--- config.mk ---
export PLATFORM = sky130hd
export DESIGN_NAME = imm_sign_ext
export DESIGN_NICKNAME = d
export VERILOG_FILES = /design/src/rtl/imm_sign_ext.sv
export SDC_FILE = /design/constraint.sdc
export NUM_CORES = 1
export LEC_CHECK = 0
export BUFFER_PORTS_ARGS = -buffer_cell sky130_fd_sc_hd__buf_2
export CAP_MARGIN = 20
export CORE_ASPECT_RATIO = 0.9
export CORE_MARGIN = 2
export CORE_UTILIZATION = 35
export CTS_BUF_LIST = sky130_fd_sc_hd__clkbuf_16
export DETAILED_ROUTE_END_ITERATION = 7
export PLACE_DENSITY = 0.64
export RECOVER_POWER = 25
export SLEW_MARGIN = 40
export SYNTH_ARGS = -nofsm -noshare
export SYNTH_HDL_FRONTEND = slang
export SYNTH_SLANG_ARGS = --single-unit
--- constraint.sdc ---
create_clock -name i_clk -period 0.8 [get_ports i_clk]
set_input_delay 0.16 -clock i_clk [delete_from_list [all_inputs] [get_ports i_clk]]
set_output_delay 0.16 -clock i_clk [all_outputs]
set_load 0.05 [all_outputs]
--- src/rtl/imm_sign_ext.sv ---
`default_nettype none
// ============================================================================
//  Module      : imm_sign_ext
//  Description : RV32I immediate generator for the cotm32 decode stage.
//                Pulls the immediate field out of a 32-bit instruction word
//                according to an imm_t select code, sign-extends (or
//                zero-fills) it to XLEN bits and registers the result with a
//                valid flag, one clock of latency, for the execute-stage
//                operand mux.
//
//  Optional    : COTM32_IMM_ZIMM_EN - when defined, select code 3'd5 (IMM_Z)
//                yields the zero-extended CSR zimm field inst[19:15].
//                When undefined, 3'd5 is treated as an unsupported code.
//
//  Parameters  : XLEN      datapath width (only 32 is supported)
//
//  Ports       : i_clk     system clock, rising edge
//                i_rst_n   asynchronous active-low reset
//                i_en      capture enable; low holds all output registers
//                i_valid   i_inst/i_sel carry a live instruction this cycle
//                i_inst    raw instruction word
//                i_sel     immediate format select (imm_t)
//                o_imm     registered immediate
//                o_valid   registered copy of i_valid
//                o_bad_sel registered flag: captured i_sel was unsupported
//
//  Revision    : 1.0 - initial release
// ============================================================================
module imm_sign_ext #(
    parameter int XLEN = 32
) (
    input  logic            i_clk,
    input  logic            i_rst_n,
    input  logic            i_en,
    input  logic            i_valid,
    input  logic [XLEN-1:0] i_inst,
    input  logic [2:0]      i_sel,
    output logic [XLEN-1:0] o_imm,
    output logic            o_valid,
    output logic            o_bad_sel
);

    // ------------------------------------------------------------------
    // imm_t encodings
    // ------------------------------------------------------------------
    localparam logic [2:0] c_IMM_I = 3'd0;
    localparam logic [2:0] c_IMM_S = 3'd1;
    localparam logic [2:0] c_IMM_B = 3'd2;
    localparam logic [2:0] c_IMM_U = 3'd3;
    localparam logic [2:0] c_IMM_J = 3'd4;
    localparam logic [2:0] c_IMM_Z = 3'd5;

    // The field extraction below is written against the RV32 bit layout,
    // so any other width cannot be built meaningfully.
    generate
        if (XLEN != 32) begin : g_xlen_unsupported
            $error("imm_sign_ext: XLEN=%0d unsupported, only 32 allowed", XLEN);
        end
    endgenerate

    // ------------------------------------------------------------------
    // Per-format immediates. Every candidate is formed in parallel from
    // fixed bit positions; the select mux then picks one. Only the
    // instruction bits named by each format feed the result, the opcode
    // field is never looked at.
    // ------------------------------------------------------------------
    logic            w_sign;
    logic [XLEN-1:0] w_imm_i;
    logic [XLEN-1:0] w_imm_s;
    logic [XLEN-1:0] w_imm_b;
    logic [XLEN-1:0] w_imm_u;
    logic [XLEN-1:0] w_imm_j;
    logic [XLEN-1:0] w_imm_z;

    assign w_sign  = i_inst[31];

    assign w_imm_i = {{(XLEN-12){w_sign}}, i_inst[31:20]};

    assign w_imm_s = {{(XLEN-12){w_sign}}, i_inst[31:25], i_inst[11:7]};

    // Branch offsets are halfword aligned: bit 0 is forced to zero.
    assign w_imm_b = {{(XLEN-13){w_sign}}, i_inst[31], i_inst[7],
                      i_inst[30:25], i_inst[11:8], 1'b0};

    // Upper immediate occupies [31:12], low 12 bits are always zero.
    assign w_imm_u = {i_inst[31:12], 12'b0};

    // Jump offsets are halfword aligned: bit 0 is forced to zero.
    assign w_imm_j = {{(XLEN-21){w_sign}}, i_inst[31], i_inst[19:12],
                      i_inst[20], i_inst[30:21], 1'b0};

    // CSR zimm is an unsigned 5-bit field in the rs1 slot.
    assign w_imm_z = {{(XLEN-5){1'b0}}, i_inst[19:15]};

    // Opcode bits [6:0] are deliberately not part of any immediate.
    logic w_unused_opcode;
    assign w_unused_opcode = &{1'b0, i_inst[6:0]};

    // ------------------------------------------------------------------
    // Select mux and unsupported-code detection. Defaults first, so an
    // unknown or X select lands on the unsupported branch (zero data,
    // flag set) instead of holding a stale value.
    // ------------------------------------------------------------------
    logic [XLEN-1:0] w_imm_nxt;
    logic            w_bad_nxt;

    always_comb begin
        w_imm_nxt = '0;
        w_bad_nxt = 1'b1;
        case (i_sel)
            c_IMM_I: begin
                w_imm_nxt = w_imm_i;
                w_bad_nxt = 1'b0;
            end
            c_IMM_S: begin
                w_imm_nxt = w_imm_s;
                w_bad_nxt = 1'b0;
            end
            c_IMM_B: begin
                w_imm_nxt = w_imm_b;
                w_bad_nxt = 1'b0;
            end
            c_IMM_U: begin
                w_imm_nxt = w_imm_u;
                w_bad_nxt = 1'b0;
            end
            c_IMM_J: begin
                w_imm_nxt = w_imm_j;
                w_bad_nxt = 1'b0;
            end
`ifdef COTM32_IMM_ZIMM_EN
            c_IMM_Z: begin
                w_imm_nxt = w_imm_z;
                w_bad_nxt = 1'b0;
            end
`endif
            default: begin
                w_imm_nxt = '0;
                w_bad_nxt = 1'b1;
            end
        endcase
    end

`ifndef COTM32_IMM_ZIMM_EN
    // Without the zimm feature the candidate and its code are unused.
    logic w_unused_zimm;
    assign w_unused_zimm = &{1'b0, w_imm_z, c_IMM_Z};
`endif

    // ------------------------------------------------------------------
    // Output registers. Reset values are constants, so nothing on the
    // input side (including an X select) can reach the reset state.
    // ------------------------------------------------------------------
    logic [XLEN-1:0] r_imm;
    logic            r_valid;
    logic            r_bad_sel;

    always_ff @(posedge i_clk or negedge i_rst_n) begin
        if (!i_rst_n) begin
            r_imm     <= '0;
            r_valid   <= 1'b0;
            r_bad_sel <= 1'b0;
        end else if (i_en) begin
            // Data is captured regardless of i_valid; only the flag
            // carries validity downstream.
            r_imm     <= w_imm_nxt;
            r_valid   <= i_valid;
            r_bad_sel <= w_bad_nxt;
        end
    end

    assign o_imm     = r_imm;
    assign o_valid   = r_valid;
    assign o_bad_sel = r_bad_sel;

endmodule
`default_nettype wire

# Word-level counts from Yosys, hierarchy flattened
# Index checks and enable logic that the tools add are counted.
classes:
  n_eq_ne: 4
  n_mux: 2
  reduce_logical: 2
ops:
  columns: ["cell", "count"]
  rows:
  - ["$pmux 32 s5", 1]
  - ["$eq 3x2->1 const B", 2]
  - ["$reduce_or 5->1", 1]
  - ["$eq 3x1->1 const B", 1]
  - ["$eq 3x3->1 const B", 1]
  - ["$logic_not 3->1", 1]
  - ["$mux 1", 1]
word_totals:
  ff_bits: 34
  in_bits: 39
  out_inout_bits: 34
  elab_cells: 11

# Depth between registers and ports, before layout
# Gate-level depths: netlist of run 1.
depth:
  depth_word: 3
  mapped_depth: 5
  mapped_depth_nobuf: 3

# Worst setup path after synthesis of run 1
# Ideal clock, no wire load.
synth_timing:
  path_kind: "in2reg"
  start: "in i_sel[0]"
  end: "reg r_imm[12], in the netlist o_imm[12]"
  setup_time_ns: 0.067
  arrival_ns: 1.063
  required_time_ns: 0.733
  slack_ns: -0.330
  stages: 4
  n_path_buf: 1
  cell_sequence: "buf_2 -> or3b_4 -> a21oi_4 -> a221o_1"
synth_between:
  elab_chain_len: 2
  elab_cells_between_ends: 6
  classes_between: "eq/ne (4); mux (1); reduce/logical (1)"
synth_rtl:
  columns: ["item", "line", "rtl"]
  rows:
  - ["from (decl)", "37", "input logic [2:0] i_sel,"]
  - ["$eq 3x3->1 (tied with other cells)", "110", "case (i_sel)"]
  - ["$pmux 32 s5 (*)", "110", null]
  - ["to (signal assigned)", "166", "r_imm <= w_imm_nxt;"]
  - ["to (decl)", "154", "logic [XLEN-1:0] r_imm;"]
# Every way passes the cells marked *; elsewhere a longest branch is shown, timed or not.
# A chain may end at the register's enable or synchronous reset.

# Final worst setup path of run 1
layout_timing:
  start: "reg r_imm[9], in the netlist o_imm[9]"
  end: "out o_imm[9]"
layout_lines:
  columns: ["item", "line", "rtl"]
  rows:
  - ["to (decl)", "38", "output logic [XLEN-1:0] o_imm,"]
# No word-level cell between the ends.

==> run summary, run 1 <==
For hold timing, the worst endpoint is o_imm[13]. The number of antenna diodes in the final layout is 0. The max-slew violation total from the final report was 0. In this run, distinct cell masters in the synthesized netlist total 26. The maximum number of pins on one net before global-route repair came out at 35. The maximum fanout along the worst path came out at 2. The x dimension of the die is 73.0 um. Leaving out filler cells and counting taps, the final layout contains 279.

The most common cell in the synthesized netlist is dfrtp_1. The routed via count divided by cell count came out at 5.37. Across the VDD grid, the largest voltage drop is 1.09 mV. The row count is 22. Timing analysis after detailed placement gives a worst setup slack of -462 ps.

Across the routed clock network, the largest skew measured is 0 ps. The number of global-route vias before repair came out at 1580. In this run the static leakage power is 1.32 nW. Of the cells placed in the final design, the portion with a size suffix greater than 1 is 0.710. TritonCTS built the clock tree. For this run, the total global-route usage over all layers was measured as 0.217.

The min-delay analysis places its worst path in the category in -> reg. The final route contains 1497 vias. The post-detailed-routing wire length came out at 4830 um.

Derived from the worst setup path, the maximum achievable clock frequency is 0.983 GHz. The detailed-route wire length on metal 1 came out at 2050 um. The worst setup path is launched from a flip-flop.

The post-synthesis net count came out at 169. The final cell area excluding filler cells is 2730 sq um. The total of fill cells in the finished design is 331. The share of the Yosys chip area taken by registers is 0.568. The overall power came out at 5.73 mW. The area inside the core boundary is 4100 sq um. Of the post-synthesis cell area, the dominant cell type holds 0.568. The setup slack of the critical path after layout came out at -217 ps.

Clock tree synthesis inserted a total of 5 buffers. The transition time at the pin with the least slew margin came out at 394 ps. The number of buffers and inverters on the critical path came out at 1. The cell sitting at the root of the clock tree is a clkbuf_16. Traced cell by cell, the critical path runs through buf_8. The critical path is of the reg -> out type.

The final global-route overflow total came out at 0. The vertical die dimension is 66.1 um. The average wire per standard cell came out at 17.3 um. The clock sink total is 34. The endpoint type of the worst setup path is an output port. The detailed router used layers up to and including met4.

The floorplan step defined a die boundary enclosing 4820 sq um. The average cell area after synthesis is 11.5 sq um. The worst hold path was traced through 2 stages. The end of the worst register-to-register path is o_imm[17]. The starting density of the core came out at 0.365.

For this run, the number of Yosys warnings is 0. The slack of the worst reg-to-reg path came out at -130 ps. By count the netlist is led by dfrtp_1 (34), nor2_1 (12), a211o_1 (11).

The number of failing hold endpoints at the final stage is 0. The flow ran to the end, but the final reports show violations. The clock latency of the later-clocked register in the worst-skew pair came out at 280 ps. The final-report setup violation count came out at 55.

The number of placed instances, taps included, is 260. The number of antenna violations at the first check in global routing is 0. The first-pass iteration count of the detailed router is 4. The critical register-to-register path startpoint is o_imm[17].

The buffer levels on the longest clock path is 2. The synthesized design contains 34 register bits. In the synthesized netlist, the number of instances is 130. The number of DRC markers in iteration 0 is 50. The cell count of the worst reg-to-reg path is 2. The number of H-tree levels is 2. The post-route antenna net violation count came out at 0. The fraction of synthesis flops using an asynchronous set or reset pin came out at 1.00. The I/O pin total came out at 73.

The area of the mapped netlist is 1500 sq um. The area growth from synthesis to layout is 82.2%. The placed instances occupy a cell area of 2100 sq um. The final estimated routing congestion in global placement came out at 0.765. The worst hold margin came out at 111 ps.

The register clock-pin slew on the reported worst setup and hold paths came out at 50 ps. The post-layout minimum cycle time is 1020 ps. The wire-length estimate of the detail-placed layout is 3130 um.

The checks that failed: negative setup slack. For this run, the slowest stage of the critical path takes 420 ps. Setup repair after global routing could not meet its margin everywhere. In this run the tightest slew margin relative to its limit is 0.737. The number of enable flip-flop cells after synthesis came out at 0.

The fraction of the cycle the final worst path needs is 1.27. After detailed routing, the number of remaining DRC violations is 0. The required arrival time at the worst endpoint came out at 640 ps. The met3 wire length is 331 um. The biggest area consumer among synthesized cells is dfrtp_1. Max-cap violations in this run came to 0. Ranked by total cell area, the synthesized netlist is headed by dfrtp_1 (57%), a211o_1 (6.4%), a221o_1 (5.3%), o2bb2ai_1 (4.1%), a21oi_1 (3.0%). The number of buffers inserted by port buffering came out at 65.

The most used flip-flop cell after synthesis is dfrtp_1. In this run the power density over the cells is 2100 nW/um^2. The arrival time reported for the critical path endpoint is 860 ps.

Among all stages on the critical path, the largest delay is contributed by dfrtp_2. The worst hold path begins at i_inst[13]. The number of nets in the final layout came out at 269.

The first global-routing pass estimated 7780 um of wire. Broken down by cell family, the worst path's largest delay share belongs to flip-flops. In the detailed route, the total length drawn on met2 is 2350 um.
-- worst max-delay path by stage --
stage	start	end	slack, ps	cells past startpoint
3_5_place_dp	i_sel[1]	o_imm[20]	-460	4
3_3_place_gp	i_sel[1]	o_imm[21]	-390	4
5_1_grt	o_imm[10]	o_imm[10]	-240	1
4_1_cts	o_imm[25]	o_imm[25]	-210	1
2_1_floorplan	i_sel[0]	o_imm[12]	-290	4
6_report	o_imm[9]	o_imm[9]	-220	1
-- cell type report --
class                   count  area, sq um  area share
repair buffers            101          890       0.326
flip-flops and latches     34          882       0.323
well taps                  48         60.1      0.0220
clock buffers               5          125      0.0458
clock inverters             3         17.5     0.00641
inverters                   1         5.00     0.00183
multi-input cells          87          752       0.275
-- through the flow --
stage / utilization / TNS [ps]
2_1_floorplan: - / -4390
3_3_place_gp: 0.512 / -10500
3_5_place_dp: 0.512 / -11880
4_1_cts: 0.635 / -8170
5_1_grt: 0.666 / -9670
6_report: 0.666 / -8240
-- where the power goes --
part	leakage [nW]	switching [mW]	internal, mW
clock network	0.0750	0.703	1.14
registers	0.400	0.145	1.92
logic	0.840	1.06	0.770
total	1.32	1.90	3.83
-- kinds of logic after synthesis --
logic type               synth area share
AO/OA/AOI/OAI                       0.243
adder cells (fa/ha/maj)           0.00751
buffers and inverters              0.0325
flip-flops                          0.568
multiplexers                       0.0225
AND/OR/NAND/NOR                     0.127
-- registers in the layout, summed over array words and instances, names as in the netlist --
signal     flops
o_imm         32
o_bad_sel      1
o_valid        1
-- layer usage --
metal  track usage  vias to the layer above
li1              -                      689
met1         0.265                      737
met2         0.366                       59
met3        0.0716                       12
met4        0.0579                        0
met5             0                        -
-- placed cells by master, fill, tap and decap left out, drive strengths merged --
cell type    instances
a211o               11
a211oi               1
a21boi               1
a21oi               10
a221o                8
and3                 5
and3b                1
buf                 99
clkbuf               6
clkinv               3
dfrtp               34
dlygate4sd3          1
inv                  1
maj3                 1
mux2                 3
nand2                8
nand2b               1
nand3b               1
nor2                13
nor2b                7
o21ai                5
o221a                1
o2bb2ai              7
o41ai                1
or3                  1
or3b                 1
-- timing repair --
action                                 4_1_cts  5_1_grt
setup endpoints to repair                   55       64
endpoints found under the hold margin       34        0
cloned                                       1        0
buffers inserted                             6        3
resized for setup                           91       32
pin swaps                                   13       12
hold buffers                                 1        0
Power figures use the tool's default switching activity.
==> run 2, diff against run 1 <==
CORE_ASPECT_RATIO = 1.4   (was 0.9)
==> run 2 against run 1 <==
  * The run still ends with negative setup slack left
  * Sequential share of layout area increased by 1.2 points
  * Critical endpoint is now o_imm[1]
  * Sequential power about the same
  * Largest cell class is now flip-flops and latches
  * Critical path type unchanged
  * Highest routed layer unchanged
  * Flip-flop and latch count did not move
  * Utilization fell by 3.5 points
==> run summary, run 2 (synthesized netlist as in run 1, its figures left out) <==
The post-detailed-routing wire length came out at 4370 um. The flip-flop count of the largest register, all copies and words added came out at 32. In this run the critical register-to-register path is captured at o_imm[16].

The maximum fanout along the worst path is 2. The worst register-to-register path has a depth of 1. The final global-route overflow total came out at 0. The die is 59.3 um wide. The library cells used most frequently in the layout, excluding fill and tap cells, are buf_6 (38), buf_4 (28), buf_2 (27). The area inside the core boundary is 4170 sq um. The number of DRC markers in iteration 0 came out at 40.

The sort of element at the start of the critical path is a flip-flop. The max-slew violation total from the final report came to 0. The I/O pin total came out at 73.

The final estimated routing congestion in global placement came out at 0.840. The clock sink total is 34. The slack of the worst reg-to-reg path came out at -70 ps. The setup slack of the critical path after layout is -212 ps. The number of antenna violations at the first check in global routing came out at 0. Setup repair after global routing could not meet its margin everywhere. At the end of the flow, the number of nets in the layout was 267.

In this run the vertical extent of the chip is 81.4 um. The final HPWL from detailed placement is 3100 um. STA classifies the critical path endpoint as an output port. Leaving out fill and tap cells, the most frequent cell in the layout is buf_6. The startpoint identified for the worst register-to-register timing path is o_imm[16]. The arrival time reported for the critical path endpoint came out at 850 ps. In this run the most critical hold path is launched from i_sel[2]. In the final layout, the share of cells above drive strength 1 is 0.655. The number of failing hold endpoints at the final stage came out at 0. For the final database, setup skew stands at 0 ps. In the routed layout, each cell is associated on average with a via count of 5.22.

The first-pass GRT wire length is 6880 um. The clock tree from TritonCTS is done. The number of global-route vias before repair was 1453.

The final sum of negative setup slack came out at -7770 ps. The total power divided by cell area is 2140 nW/um^2. The average wire per standard cell is 15.9 um. The worst pin sits at a relative slew slack of 0.713. The clock tree root driver cell is clkbuf_16.

Entering global routing, the biggest net connects 35 pins. The final reports fail on negative setup slack. The number of antenna diodes came out at 0.

The die covers 4830 sq um. The first TritonRoute pass finished after 4 iterations. At the pin with the least slew margin, the transition time is 429 ps.

The run finished, with violations left. The cell family contributing the most delay on the critical path is flip-flops. The class of the most critical hold timing path is in -> reg. The overall global routing resource usage came out at 0.194.

Setup violations remaining at the end of the flow were counted as 54. Counting instances, the worst hold path has a depth of 2. The clock passes through at most 2 buffers. Among all stages on the critical path, the largest delay is contributed by dfrtp_2.

The total clock buffers created by CTS came out at 5. The leakage power came out at 1.28 nW. The worst-case vdd ir drop came out at 1.55 mV.

The count of maximum capacitance violations is 0. The critical path class is reg -> out. The clock latency of the later-clocked register in the worst-skew pair came out at 270 ps.

Buffers placed on the I/O ports in this run total 65. The fraction of the cycle the final worst path needs came out at 1.26. The via count is 1429.

The DRC violations left came out at 0. The required arrival time at the worst endpoint came out at 640 ps. Row generation in the floorplan step produced 28 rows.

The number of buffers and inverters on the critical path came out at 1. The maximum achievable frequency came out at 0.988 GHz. The maximum single-stage delay on the critical path came out at 420 ps. The register clock-pin slew on the reported worst setup and hold paths is 60 ps.

For hold timing, the worst endpoint is o_imm[0]. For this configuration, the core starts out at a cell density of 0.360. The area growth from synthesis to layout came out at 75.5%.

The post-layout minimum cycle time is 1010 ps. At the end of the flow the core is filled with cells to 0.631. Walking the worst path, the cells encountered are buf_8. In this run the remaining antenna-violating nets after routing total 0. CTS built an H-tree with a depth of 2.
-- run 2: routing by layer --
layer	share of wire	GRT usage
met1	0.38	0.222
met2	0.55	0.336
met3	0.044	0.0535
met4	0.017	0.0795
met5	0	0
-- run 2: layout make-up --
cell class	instances	area, sq um
Timing Repair Buffer	100	872
Inverter	1	6.26
Clock buffer	5	125
Clock inverter	3	15.0
Fill cell	329	1540
Sequential cell	34	882
Tap cell	45	56.3
Multi-Input combinational cell	86	673
-- run 2: what timing repair did --
item / in CTS / in global routing
setup endpoints to repair: 54 / 58
gates resized for setup: 84 / 15
pin swaps: 13 / 4
endpoints found under the hold margin: 34 / 0
hold buffers: 1 / 0
setup buffers: 5 / 4
-- run 2: where the power goes --
part	switching [mW]	internal, mW
sequential	0.140	1.92
clock	0.687	1.13
combinational	1.01	0.739
-- run 2: per-stage QoR --
stage                     power [mW]  hold slack [ps]  instance area (sq um)  worst slack [ps]  std cells
final                           5.62             91.7                   2630              -212        274
after global routing            5.87             93.3                   2630              -236        274
after CTS                       5.61              111                   2550              -223        270
after detailed placement        3.44              142                   2090              -477        256
after global placement          3.41              124                   2090              -397        256
after floorplan                 2.99             -136                   1580              -285        130
-- run 2: worst max path at each step --
stage	cells past startpoint	slack (ps)	startpoint	to
2_1_floorplan	4	-290	i_sel[0]	o_imm[12]
3_3_place_gp	4	-400	i_sel[1]	o_imm[22]
3_5_place_dp	4	-480	i_sel[0]	o_imm[16]
4_1_cts	1	-220	o_imm[5]	o_imm[5]
5_1_grt	1	-240	o_imm[20]	o_imm[20]
6_report	1	-210	o_imm[1]	o_imm[1]
==> run 3, diff against run 2 <==
PLACE_DENSITY = 0.75   (was 0.64)
==> run 3 against run 2 <==
  * The run still ends with negative setup slack left
  * Combinational power is 3% higher
  * First-iteration DRC count grew 48%
  * Worst hold slack better by 21 ps
  * Utilization is 0.96 points higher
  * Largest power group unchanged
  * Non-clock buffer count is 1 lower
  * Critical path depth did not move
  * Worst setup slack got worse by 5.5 ps
  * Total power increased by 0.87%
  * Cell count unchanged
  * Clock power about the same
  * Sequential power barely moved
==> run summary, run 3 (synthesized netlist as in run 1, its figures left out) <==
The flow ran to the end, but the final reports show violations. The final reports fail on negative setup slack. After routing, the total negative slack on setup checks comes to -7980 ps. The clock sink total is 34. The overall global routing resource usage is 0.199.

The I/O pin total came out at 73. The class of the most critical hold timing path is in -> reg. The number of antenna violations at the first check in global routing came out at 0. The post-route antenna net violation count came out at 0. The first-pass iteration count of the detailed router came out at 4.

TritonCTS built the clock tree. Hold is met by 113 ps. In this run the standard cell core region covers 4170 sq um. In the global route stage, met1 resource usage came out at 0.249. Setup violations remaining at the end of the flow were counted as 53. The first global-routing pass estimated 7220 um of wire.

The fraction of the cycle the final worst path needs came out at 1.27. The max-slew violation total from the final report is 0. After detailed routing, the total wire length is 4710 um. Port buffering added 65 buffers.

The die covers 4830 sq um. The met2 global-route usage is 0.324. In the layout the commonest cells are buf_6 (40), buf_2 (28), dfrtp_2 (25). The average wire per standard cell came out at 17.2 um.

The number of buffers and inverters on the critical path came out at 1. The share of total power dissipated in the clock network is 0.316. The register clock-pin slew on the reported worst setup and hold paths is 50 ps.

Once routing completed, OpenROAD measured the worst setup slack at -217 ps. The maximum fanout along the worst path is 2. The clock latency of the later-clocked register in the worst-skew pair came out at 270 ps. The category of cells accounting for the largest share of critical-path delay is flip-flops. The number of antenna diodes is 0.

The sort of element at the start of the critical path is a flip-flop. The number of global-route vias before repair is 1513. At the end of the flow the core is filled with cells to 0.640. The share of layout cells above drive strength 1 is 0.664. The cell with the biggest individual delay on the critical path is dfrtp_2.

Counting I/O delays and the setup requirement, the final critical path takes 1020 ps. The die is 81.4 um tall. At the end of the flow, the number of nets in the layout was 267. Entering global routing, the biggest net connects 35 pins. The total clock buffers created by CTS is 5. The worst-case IR drop observed on VDD is 1.23 mV. The library cell used most frequently in the layout, excluding fill and tap cells, is buf_6. Of the total power, the share spent switching nets is 0.328. The final global-route overflow total is 0.

The critical path goes through buf_8. The max-slew headroom at the worst pin came out at 0.790. STA puts the critical path data required time at 640 ps.

The critical path class is reg -> out. The via count came out at 1454. The maximum achievable frequency is 0.983 GHz. The count of maximum capacitance violations is 0.

The number of DRC markers in iteration 0 came out at 59. The cell-internal power is 3.81 mW. Using the TritonRoute via totals, the vias-per-cell ratio works out to 5.31. The transition time at the pin with the least slew margin is 315 ps. The worst-case clock skew is 0 ps.

Summed over all cells, the static leakage comes to 1.29 nW. The starting density of the core is 0.360. The buffer levels on the longest clock path is 2.

The DRC violations left came out at 0. The area growth from synthesis to layout came out at 78.1%. The row count came out at 28. Setup repair after global routing could not meet its margin everywhere. The net switching power of the design is 1.86 mW. The x dimension of the die came out at 59.3 um. The layer flagged by global routing as most heavily used is met2.

The final HPWL from detailed placement came out at 2990 um. The arrival time reported for the critical path endpoint is 860 ps. The number of failing hold endpoints at the final stage came to 0. Routability-driven placement finished with a final weighted congestion of 0.747. The flip-flop count of the largest register, all copies and words added came out at 32. The H-tree generated during clock tree synthesis spans 2 levels. The cell sitting at the root of the clock tree is a clkbuf_16.

The endpoint type of the worst setup path is an output port. The maximum single-stage delay on the critical path came out at 420 ps. The total power divided by cell area came out at 2120 nW/um^2. In the global route stage, met3 resource usage came out at 0.0457. Of the total power, combinational logic draws 0.319.

Of the total power, registers draw 0.364.
## run 3: changes by cell type in the layout (fill, tap and decap cells not counted), moves of 3 or more
cell    before  now
buf_8        3    7
buf_4       28   22
nor2_4       1    4
nor2_2       4    1
## run 3: final timing paths
check | startpoint | to | slack, ps | cells after the start
setup / recovery | o_imm[8] | o_imm[8] | -220 | 1
hold / removal | i_inst[15] | o_imm[15] | 110 | 2
setup reg to reg | o_imm[27] | o_imm[27] | -120 | 2
hold reg to reg | o_imm[9] | o_imm[9] | 500 | 1
max in group asynchronous | i_rst_n | o_imm[31] | 120 | 3
min in group asynchronous | i_rst_n | o_valid | 400 | 3
## run 3: stage by stage
stage / setup WS, ps / std cells / area (sq um) / total power [mW]
floorplan: -285 / 130 / 1580 / 2.99
global placement: -392 / 252 / 2060 / 3.41
detailed placement: -439 / 252 / 2060 / 3.42
CTS: -210 / 267 / 2530 / 5.58
global route: -244 / 274 / 2670 / 5.89
finish: -217 / 274 / 2670 / 5.67
## run 3: per-layer routing
metal	part of all wire	vias up	wire, um
met1	0.41	713	1950
met5	0	-	0
met2	0.52	54	2430
met4	0.021	0	99
met3	0.049	9	230
li1	-	678	-
## run 3: area by class of cell
cell class	count	area [sq um]
multi-input combinational	87	699
inverter	1	5.00
timing repair buffer	99	891
clock inverter	3	11.3
clock buffer	5	125
tap	45	56.3
fill	312	1500
sequential	34	882
## run 3: what timing repair did
| item | in CTS | in global routing |
|---|---|---|
| resized for setup | 85 | 26 |
| endpoints found under the hold margin | 34 | 0 |
| buffers inserted | 5 | 7 |
| cloned | 1 | 0 |
| pin swaps | 10 | 10 |
| hold buffers | 1 | 0 |
| endpoints found under the setup margin | 57 | 64 |
## run 3: power groups by stage
stage	logic, mW	registers [mW]	clock network [mW]
finish	1.81	2.07	1.79
detailed placement	1.39	2.04	0
CTS	1.69	2.06	1.83
floorplan	0.324	2.66	0
global placement	1.37	2.04	0
global route	1.90	2.09	1.91
